--- src/rtl/phy_pkg.sv ---
// rtl/phy_pkg.sv - shared states, mode encodings and UPDI frame field positions
package phy_pkg;

   typedef enum logic [2:0] {
      IDLE,
      TX_FETCH,
      TX_LOAD,
      TX_BIT,
      RX_WAIT,
      RX_BIT,
      RX_STORE,
      FIN
   } state_t;

   typedef enum logic [1:0] {
      MODE_TX   = 2'b00,
      MODE_RX   = 2'b01,
      MODE_TXRX = 2'b10,
      MODE_RSVD = 2'b11
   } mode_t;

   localparam int START_BIT  = 0;
   localparam int DATA_LSB   = 1;
   localparam int DATA_MSB   = 8;
   localparam int PARITY_BIT = 9;
   localparam int STOP0_BIT  = 10;
   localparam int STOP1_BIT  = 11;

   function automatic logic even_parity(input logic [7:0] d);
      return ^d;
   endfunction

endpackage

--- src/rtl/phy_bit_timer.sv ---
// rtl/phy_bit_timer.sv - baud tick generator, full-period or half-period preload
module phy_bit_timer #(
   parameter int BIT_DIV = 16
) (
   input  logic clk,
   input  logic rst,
   input  logic load,
   input  logic half,
   input  logic en,
   output logic tick
);

   localparam int CW = $clog2(BIT_DIV);
   localparam logic [CW-1:0] FULL_PRE = CW'(BIT_DIV - 1);
   localparam logic [CW-1:0] HALF_PRE = CW'(BIT_DIV / 2 - 1);

   logic [CW-1:0] cnt;

   // tick marks the last cycle of a period; the counter reloads itself on it
   assign tick = en && !load && (cnt == '0);

   always_ff @(posedge clk) begin
      if (rst) begin
         cnt <= FULL_PRE;
      end else if (load) begin
         cnt <= half ? HALF_PRE : FULL_PRE;
      end else if (en) begin
         cnt <= (cnt == '0) ? FULL_PRE : cnt - 1'b1;
      end
   end

endmodule

--- src/rtl/phy_frame_engine.sv ---
// rtl/phy_frame_engine.sv - UPDI frame TX/RX engine over single-port frame memory; PHY_FRAME_ENGINE_PARITY_EN adds RX parity check
module phy_frame_engine
   import phy_pkg::*;
#(
   parameter int FRAME_W = 12,
   parameter int ADDR_W  = 7,
   parameter int BIT_DIV = 16,
   parameter int TO_CYC  = 4096
) (
   input  logic               clk,
   input  logic               rst,
   input  logic               start,
   input  logic [1:0]         mode,
   input  logic [ADDR_W-1:0]  tx_cnt,
   input  logic [ADDR_W-1:0]  rx_cnt,
   output logic               busy,
   output logic               done,
   output logic               err,
   output logic               csb0,
   output logic               web0,
   output logic [ADDR_W-1:0]  addr0,
   input  logic [FRAME_W-1:0] i_data,
   output logic [FRAME_W-1:0] o_data,
   input  logic               prdata,
   output logic               pwdata
);

   localparam int BW = $clog2(FRAME_W);
   localparam int TW = $clog2(TO_CYC);
   localparam logic [BW-1:0] LAST_BIT = BW'(FRAME_W - 1);
   localparam logic [TW-1:0] TO_LAST  = TW'(TO_CYC - 1);

`ifdef PHY_FRAME_ENGINE_PARITY_EN
   localparam logic PARITY_EN = 1'b1;
`else
   localparam logic PARITY_EN = 1'b0;
`endif

   state_t              state;
   mode_t               mode_q;
   logic [ADDR_W-1:0]   tx_last;
   logic [ADDR_W-1:0]   rx_last;
   logic [FRAME_W-1:0]  sh;
   logic [BW-1:0]       bit_idx;
   logic [TW-1:0]       to_cnt;
   logic                sync1, sync2, sync3;
   logic                fall;
   logic                tick;
   logic                tmr_load, tmr_half, tmr_en;
   logic                parity_bad;
   logic                frame_err;
   logic [FRAME_W-1:0]  rx_frame;

   // sync3 only remembers the previous synchronised value for edge detection
   always_ff @(posedge clk) begin
      if (rst) begin
         sync1 <= 1'b1;
         sync2 <= 1'b1;
         sync3 <= 1'b1;
      end else begin
         sync1 <= prdata;
         sync2 <= sync1;
         sync3 <= sync2;
      end
   end

   assign fall     = sync3 & ~sync2;
   assign rx_frame = {sync2, sh[FRAME_W-1:1]};

   assign tmr_load = (state == TX_LOAD) || ((state == RX_WAIT) && fall);
   assign tmr_half = (state == RX_WAIT);
   assign tmr_en   = (state == TX_BIT) || (state == RX_BIT);

   phy_bit_timer #(.BIT_DIV(BIT_DIV)) u_bit_timer (
      .clk  (clk),
      .rst  (rst),
      .load (tmr_load),
      .half (tmr_half),
      .en   (tmr_en),
      .tick (tick)
   );

   // o_data holds the frame being written during RX_STORE
   assign parity_bad = o_data[PARITY_BIT] != even_parity(o_data[DATA_MSB:DATA_LSB]);
   assign frame_err  = o_data[START_BIT] | ~o_data[STOP0_BIT] | ~o_data[STOP1_BIT]
                     | (PARITY_EN & parity_bad);

   always_ff @(posedge clk) begin
      if (rst) begin
         state   <= IDLE;
         mode_q  <= MODE_TX;
         tx_last <= '0;
         rx_last <= '0;
         sh      <= '0;
         bit_idx <= '0;
         to_cnt  <= '0;
         pwdata  <= 1'b1;
         csb0    <= 1'b1;
         web0    <= 1'b1;
         addr0   <= '0;
         o_data  <= '0;
         busy    <= 1'b0;
         done    <= 1'b0;
         err     <= 1'b0;
      end else begin
         csb0 <= 1'b1;
         web0 <= 1'b1;
         done <= 1'b0;
         case (state)
            IDLE: begin
               if (start) begin
                  busy    <= 1'b1;
                  err     <= 1'b0;
                  addr0   <= '0;
                  mode_q  <= mode_t'(mode);
                  tx_last <= tx_cnt;
                  rx_last <= rx_cnt;
                  to_cnt  <= '0;
                  if (mode == MODE_RX) begin
                     state <= RX_WAIT;
                  end else begin
                     csb0  <= 1'b0;
                     state <= TX_FETCH;
                  end
               end
            end
            TX_FETCH: state <= TX_LOAD;
            TX_LOAD: begin
               sh      <= i_data;
               pwdata  <= i_data[0];
               bit_idx <= '0;
               state   <= TX_BIT;
            end
            TX_BIT: begin
               if (tick) begin
                  if (bit_idx != LAST_BIT) begin
                     sh      <= sh >> 1;
                     pwdata  <= sh[1];
                     bit_idx <= bit_idx + 1'b1;
                  end else begin
                     pwdata <= 1'b1;
                     if (addr0 != tx_last) begin
                        addr0 <= addr0 + 1'b1;
                        csb0  <= 1'b0;
                        state <= TX_FETCH;
                     end else if (mode_q == MODE_TXRX) begin
                        addr0  <= '0;
                        to_cnt <= '0;
                        state  <= RX_WAIT;
                     end else begin
                        done  <= 1'b1;
                        state <= FIN;
                     end
                  end
               end
            end
            RX_WAIT: begin
               if (fall) begin
                  bit_idx <= '0;
                  state   <= RX_BIT;
               end else if (to_cnt == TO_LAST) begin
                  err   <= 1'b1;
                  done  <= 1'b1;
                  state <= FIN;
               end else begin
                  to_cnt <= to_cnt + 1'b1;
               end
            end
            RX_BIT: begin
               if (tick) begin
                  sh <= rx_frame;
                  if (bit_idx == LAST_BIT) begin
                     o_data <= rx_frame;
                     csb0   <= 1'b0;
                     web0   <= 1'b0;
                     state  <= RX_STORE;
                  end else begin
                     bit_idx <= bit_idx + 1'b1;
                  end
               end
            end
            RX_STORE: begin
               if (frame_err) err <= 1'b1;
               to_cnt <= '0;
               if (addr0 == rx_last) begin
                  done  <= 1'b1;
                  state <= FIN;
               end else begin
                  addr0 <= addr0 + 1'b1;
                  state <= RX_WAIT;
               end
            end
            FIN: begin
               busy  <= 1'b0;
               state <= IDLE;
            end
            default: state <= IDLE;
         endcase
      end
   end

endmodule

--- config.mk ---
export PLATFORM = sky130hd
export DESIGN_NAME = phy_frame_engine
export DESIGN_NICKNAME = d
export VERILOG_FILES = /design/src/rtl/phy_pkg.sv /design/src/rtl/phy_bit_timer.sv /design/src/rtl/phy_frame_engine.sv
export SDC_FILE = /design/constraint.sdc
export NUM_CORES = 1
export LEC_CHECK = 0
export ABC_CLOCK_PERIOD_IN_PS = 2500
export BUFFER_PORTS_ARGS = -buffer_cell sky130_fd_sc_hd__buf_2
export CAP_MARGIN = 20
export CORE_UTILIZATION = 55
export DETAILED_ROUTE_END_ITERATION = 10
export GPL_TIMING_DRIVEN = 0
export PLACE_DENSITY = 0.74
export SLEW_MARGIN = 40
export SYNTH_ARGS = -nofsm -noshare
export SYNTH_HDL_FRONTEND = slang
export SYNTH_SLANG_ARGS = --single-unit
--- constraint.sdc ---
create_clock -name clk -period 2.5 [get_ports clk]
set_input_delay 0.25 -clock clk [delete_from_list [all_inputs] [get_ports clk]]
set_output_delay 0.25 -clock clk [all_outputs]
set_load 0.01 [all_outputs]
**Word level (Yosys, flattened, before mapping)**

Index checks and enable logic that the tools add are counted.

- Register bits: 79
- Latch bits: 0
- Memory bits (writable): 0
- ROM bits: 0
- Logic and storage cells: 155
- Memories kept: 0

- Add/subtract/negate cells: 4
- Multipliers: 0
- Divide/modulo/power cells: 0
- Order comparisons: 0
- Eq/ne operators: 31
- Shifts and indexed selects: 0
- Multiplexer cells: 67
- Bitwise logic cells: 7
- Reduce and logical (&&, ||, !) cells: 27

Operator list:

| kind | count |
|---|---|
| 12-bit 2-to-1 mux | 10 |
| 12-bit one-hot mux with 4 select lines | 1 |
| 7-bit 2-to-1 mux | 6 |
| 4-bit 2-to-1 mux | 9 |
| 12-bit one-hot mux with 3 select lines | 1 |
| 3-bit 2-to-1 mux | 9 |
| 2-bit != test, second input constant | 12 |
| 3-bit one-hot mux with 8 select lines | 1 |
| 1-bit 2-to-1 mux | 21 |
| 7-bit one-hot mux with 3 select lines | 1 |
| 6-bit AND reduction | 3 |
| 4-bit one-hot mux with 4 select lines | 1 |
| 12-bit by 1-bit adder with 12-bit output, second input constant | 1 |
| 12-bit equality test, second input constant | 1 |
| 3-bit equality test, second input constant | 4 |
| 1-bit one-hot mux with 3 select lines | 3 |
| 3-bit nonzero test | 3 |
| 8-bit AND reduction | 1 |
| 4-bit nonzero test | 2 |
| 7-bit by 1-bit adder with 7-bit output, second input constant | 1 |
| 7-bit equality test | 1 |
| 7-bit != test | 1 |
| 3-bit by 2-bit equality test with 1-bit output, second input constant | 2 |
| 2-bit by 1-bit != test with 1-bit output, second input constant | 3 |
| 25 further kinds | 38 |

**Depth between registers and ports, before layout**

- Depth in word-level cells: 9
- Gate-level depth with buffers: 10

**Hierarchy**

Synthesis repeated with hierarchy kept, for this count alone.

- Cells, all modules: 450
- Area, all modules: 3,833.7 um^2

Modules (own cells, without submodules):

| module | times used | cells an instance | area an instance (um^2) | seq. area each (um^2) |
|---|---|---|---|---|
| phy_frame_engine | 1 | 427 | 3,619.7 | 1,481.4 |
| phy_bit_timer | 1 | 23 | 214.0 | 80.1 |

**Worst setup path before layout**

No wires, ideal clock.

- Kind: register to register
- From: register u_bit_timer.cnt[0]
- To: register addr0[2]
- Setup time: 0.117 ns
- Data arrival time: 1.953 ns
- Setup slack: 0.429 ns
- Stages on the path, launching flop included: 10
- Path buffers: 1
- Period minus slack after synthesis: 2.071 ns
- Cells stage by stage: dfxtp_1 inv_1 ha_1 or3b_1 buf_6 nor2_8 nand2_4 a311oi_4 o21ai_0 a32o_2

- Longest elaborated chain between the ends: 4

RTL lines:

| item | line | RTL |
|---|---|---|
| start, declared | phy_bit_timer.sv:17 | `logic [CW-1:0] cnt;` |
| start signal, assigned | phy_bit_timer.sv:26 | `cnt <= half ? HALF_PRE : FULL_PRE;` |
| start signal, assigned | phy_bit_timer.sv:28 | `cnt <= (cnt == '0) ? FULL_PRE : cnt - 1'b1;` |
| 4-bit zero test | phy_bit_timer.sv:20 | `assign tick = en && !load && (cnt == '0);` |
| 1-bit logical AND | phy_bit_timer.sv:20 |  |
| 2-bit != test (no line) | n/a |  |
| 6-bit AND reduction (no line) | n/a |  |
| end signal, assigned | phy_frame_engine.sv:143 | `addr0 <= addr0 + 1'b1;` |
| end signal, assigned | phy_frame_engine.sv:189 | `addr0 <= addr0 + 1'b1;` |
| end, declared | phy_frame_engine.sv:21 | `output logic [ADDR_W-1:0] addr0,` |

Every way passes these cells.
A chain may end at the register's enable or synchronous reset.

**Worst setup path after layout**

Ends and elaborated chain as after synthesis.

==> reports/metrics.cfg <==
[synth]
yosys_register_bits = 78
syn_area_per_cell_um2 = 8.40
ys_top_cells_by_area = dfxtp_1 40%, nand2_1 7.5%, a21oi_1 7.3%
synthMuxAreaShare = 0.0335
synth_edf_count = 0
yosysUniqueCellTypes = 66
synth_cells = 463
synth_ff_type = dfxtp_1
synth-simple-area-share = 0.275
yosysSeqAreaShare = 0.402
syn-num-nets = 499
ys_warn_count = 0
synth_adder_area_share = 0.0129
synth_top_family_by_area = simple AND/OR/NAND/NOR gates
synth_top_area_frac = 0.402
synth_compound_area_frac = 0.199
synth_area_leader_cell = dfxtp_1
syn_area_um2 = 3890
async_reset_ff_frac = 0
synthXorXnorAreaFrac = 0.0383

[critical_path]
cpPeakStageDelay_ps = 370
crit_chain = inv_1 > ha_1 > or3b_1 > buf_6 > nor2_8 > nand2_4 > a311oi_4 > o21ai_0 > a32o_2
worstSetupStartpointType = register
cpMaxStageDelayCell = or3b_1
worst-endpoint-arrival_ps = 2580
required_ps = 2740
path_buf_inv = 2
startpoint = u_bit_timer.cnt[0]
end_kind = register
crit_type = register to register
cp_max_fo = 9
reg2reg_from = u_bit_timer.cnt[0]
crit_family = compound AO/OA/AOI/OAI gates

[timing]
slew_viol_final = 0
fin_skew_ps = 12.0
hold_slack_ps = 88.0
setup_tns_ps = 0
finalCriticalPeriod_ps = 2340
max_freq_ghz = 0.427
period_share = 0.936
rsz0062_at_grt = false
setup_viol = 0
slew_headroom = 0.588
hold_violations = 0
tightest_slew_ps = 617

[power]
irDropWorstVdd_mv = 0.441
p_per_area_nw_per_um2 = 863
p_leak_nw = 1.77

[layout]
final_area_um2 = 4440
antenna_cells = 0
syn_to_final_growth_pct = 14.1
drive_above_1_share = 0.199
final_cells = 628
nets = 565

[cts]
cts-root-buf = clkbuf_8
path_clk_slew_ps = 80
postCtsHoldBufs = 0
clock_path_buffers = 2
cts_made_buffers = 9
clock-sinks = 78
postCtsSetupBuffers = 0
cts_resized = 0
clkLatencyLatePin_ps = 350
h-tree-depth = 3
cts_tree = built

[flow_run]
maxCapViolations = 0

[drt]
detail_route.first_pass.iterations = 5
wl_per_cell_um = 14.5
detail-route-antenna-nets = 0
drc = 0
vias = 3533
routed_wl_um = 9080
drtIter0Drc = 224
viasPerCell = 5.63

[die]
placementRows = 30
die_w_um = 86.1
coreArea_um2 = 6790
start_util = 0.572
die_h_um = 86.1
io_pins = 57
dieArea_um2 = 7410

[global_routing]
track_usage = 0.259
overflow = 0
grt_max_degree = 13
grt_use_met2 = 0.437
grt_antenna_before_repair = 0
grt_pass1_wl_um = 15200
met3_usage = 0.0597
busiest_layer = met2
use_met1 = 0.336
grt_pass1_vias = 3289

[outcome]
outcome = finished, final reports clean

[min_path]
hold_path.startpoint = prdata
hold_path_class = input port to register

[place]
placed_cell_area_um2 = 4280
port_buffers = 55
post-dp-hpwl_um = 6720
dpl.cell_count = 614
routabilityCongestion = 0.906

## cells in the mapped netlist, drive strengths merged (3+ instances only)
| master | count |
|---|---|
| nand2b | 14 |
| a31oi | 6 |
| o21ai | 16 |
| and3 | 9 |
| o21a | 3 |
| nand3 | 11 |
| xnor2 | 15 |
| nor4 | 4 |
| a311oi | 7 |
| nand2 | 80 |
| nor2 | 43 |
| dfxtp | 78 |
| inv | 5 |
| o22ai | 3 |
| nor3 | 12 |
| buf | 11 |
| a221oi | 4 |
| a21oi | 58 |
| ha | 4 |
| mux2i | 13 |
| o2bb2ai | 3 |
| nor2b | 3 |
| clkbuf | 16 |
| or2 | 4 |
| nor3b | 5 |
| a32o | 4 |
| nand4 | 4 |
## metrics by stage
step	setup slack [ps]	power, W	util
2_1_floorplan	429	0.00267	-
5_1_grt	16.9	0.00409	0.653
3_3_place_gp	254	0.00301	0.630
6_report	159	0.00383	0.653
3_5_place_dp	217	0.00304	0.630
4_1_cts	189	0.00383	0.653
## metal layers
| layer | up-vias | wire [µm] | part of all wire |
|---|---|---|---|
| met1 | 1664 | 4230 | 0.47 |
| met4 | 0 | 112 | 0.012 |
| li1 | 1769 | - | - |
| met2 | 90 | 4300 | 0.47 |
| met3 | 10 | 447 | 0.049 |
| met5 | - | 0 | 0 |
## worst reg2reg max path: stages (launching register included)
cell and delay, ps:
dfxtp_1 350, inv_1 80, ha_1 210, or3b_1 370, buf_6 160, nor2_8 150, nand2_4 70, a311oi_4 370
o21ai_0 190, a32o_2 290
## final cells by class
cell class / instances / area, µm²
clock inverter: 4 / 26.3
tap: 96 / 120
sequential: 78 / 1560
fill: 609 / 2360
inverter: 5 / 18.8
clock buffer: 10 / 128
buffer: 27 / 139
multi-input combinational: 353 / 2170
timing repair buffer: 55 / 275
## final timing paths
path / endpoint / slack (ps) / depth (start not counted)
max: addr0[2] / 160 / 9
min reg2reg: sync2 / 410 / 1
max reg2reg: addr0[2] / 160 / 9
min: sync1 / 90 / 2
## registers in the layout, indices dropped and copies added, names as in the netlist
| signal | cells |
|---|---|
| to_cnt | 12 |
| err | 1 |
| o_data | 12 |
| busy | 1 |
| sh | 11 |
| pwdata | 1 |
| csb0 | 1 |
| rx_last | 7 |
| sync1 | 1 |
| mode_q | 2 |
| sync3 | 1 |
| sync2 | 1 |
| done | 1 |
| state | 3 |
| addr0 | 7 |
| bit_idx | 4 |
| tx_last | 7 |
| u_bit_timer.cnt | 4 |
| web0 | 1 |
## layout by cell type, fill, tap and decap left out, types with 6 or more instances in the layout
| cell type | n |
|---|---|
| buf_2 | 61 |
| nor3_1 | 9 |
| and3_1 | 9 |
| clkbuf_8 | 9 |
| a311oi_1 | 6 |
| dfxtp_1 | 78 |
| a21oi_1 | 57 |
| nand3_1 | 9 |
| xnor2_1 | 15 |
| nand2b_1 | 14 |
| clkbuf_1 | 17 |
| nor2_1 | 41 |
| mux2i_1 | 13 |
| nand2_1 | 78 |
| o21ai_0 | 16 |
## cell families (layout without fill, tap and decap cells)
logic type	Yosys count	after routing
AOI/OAI and AO/OA	116	116
xor gates and xnor gates	17	17
adders and majority gates	4	4
buffers and inverters	32	101
DFF	78	78
muxes	13	13
and+or+nand+nor	203	203
## power breakdown
part	internal, W	switching, W	total [W]
Combinational	0.000558	0.000974	0.00153
Sequential	0.00139	0.000114	0.00151
Clock	0.000348	0.000445	0.000793
No activity file was read; power rests on OpenSTA's default activity.
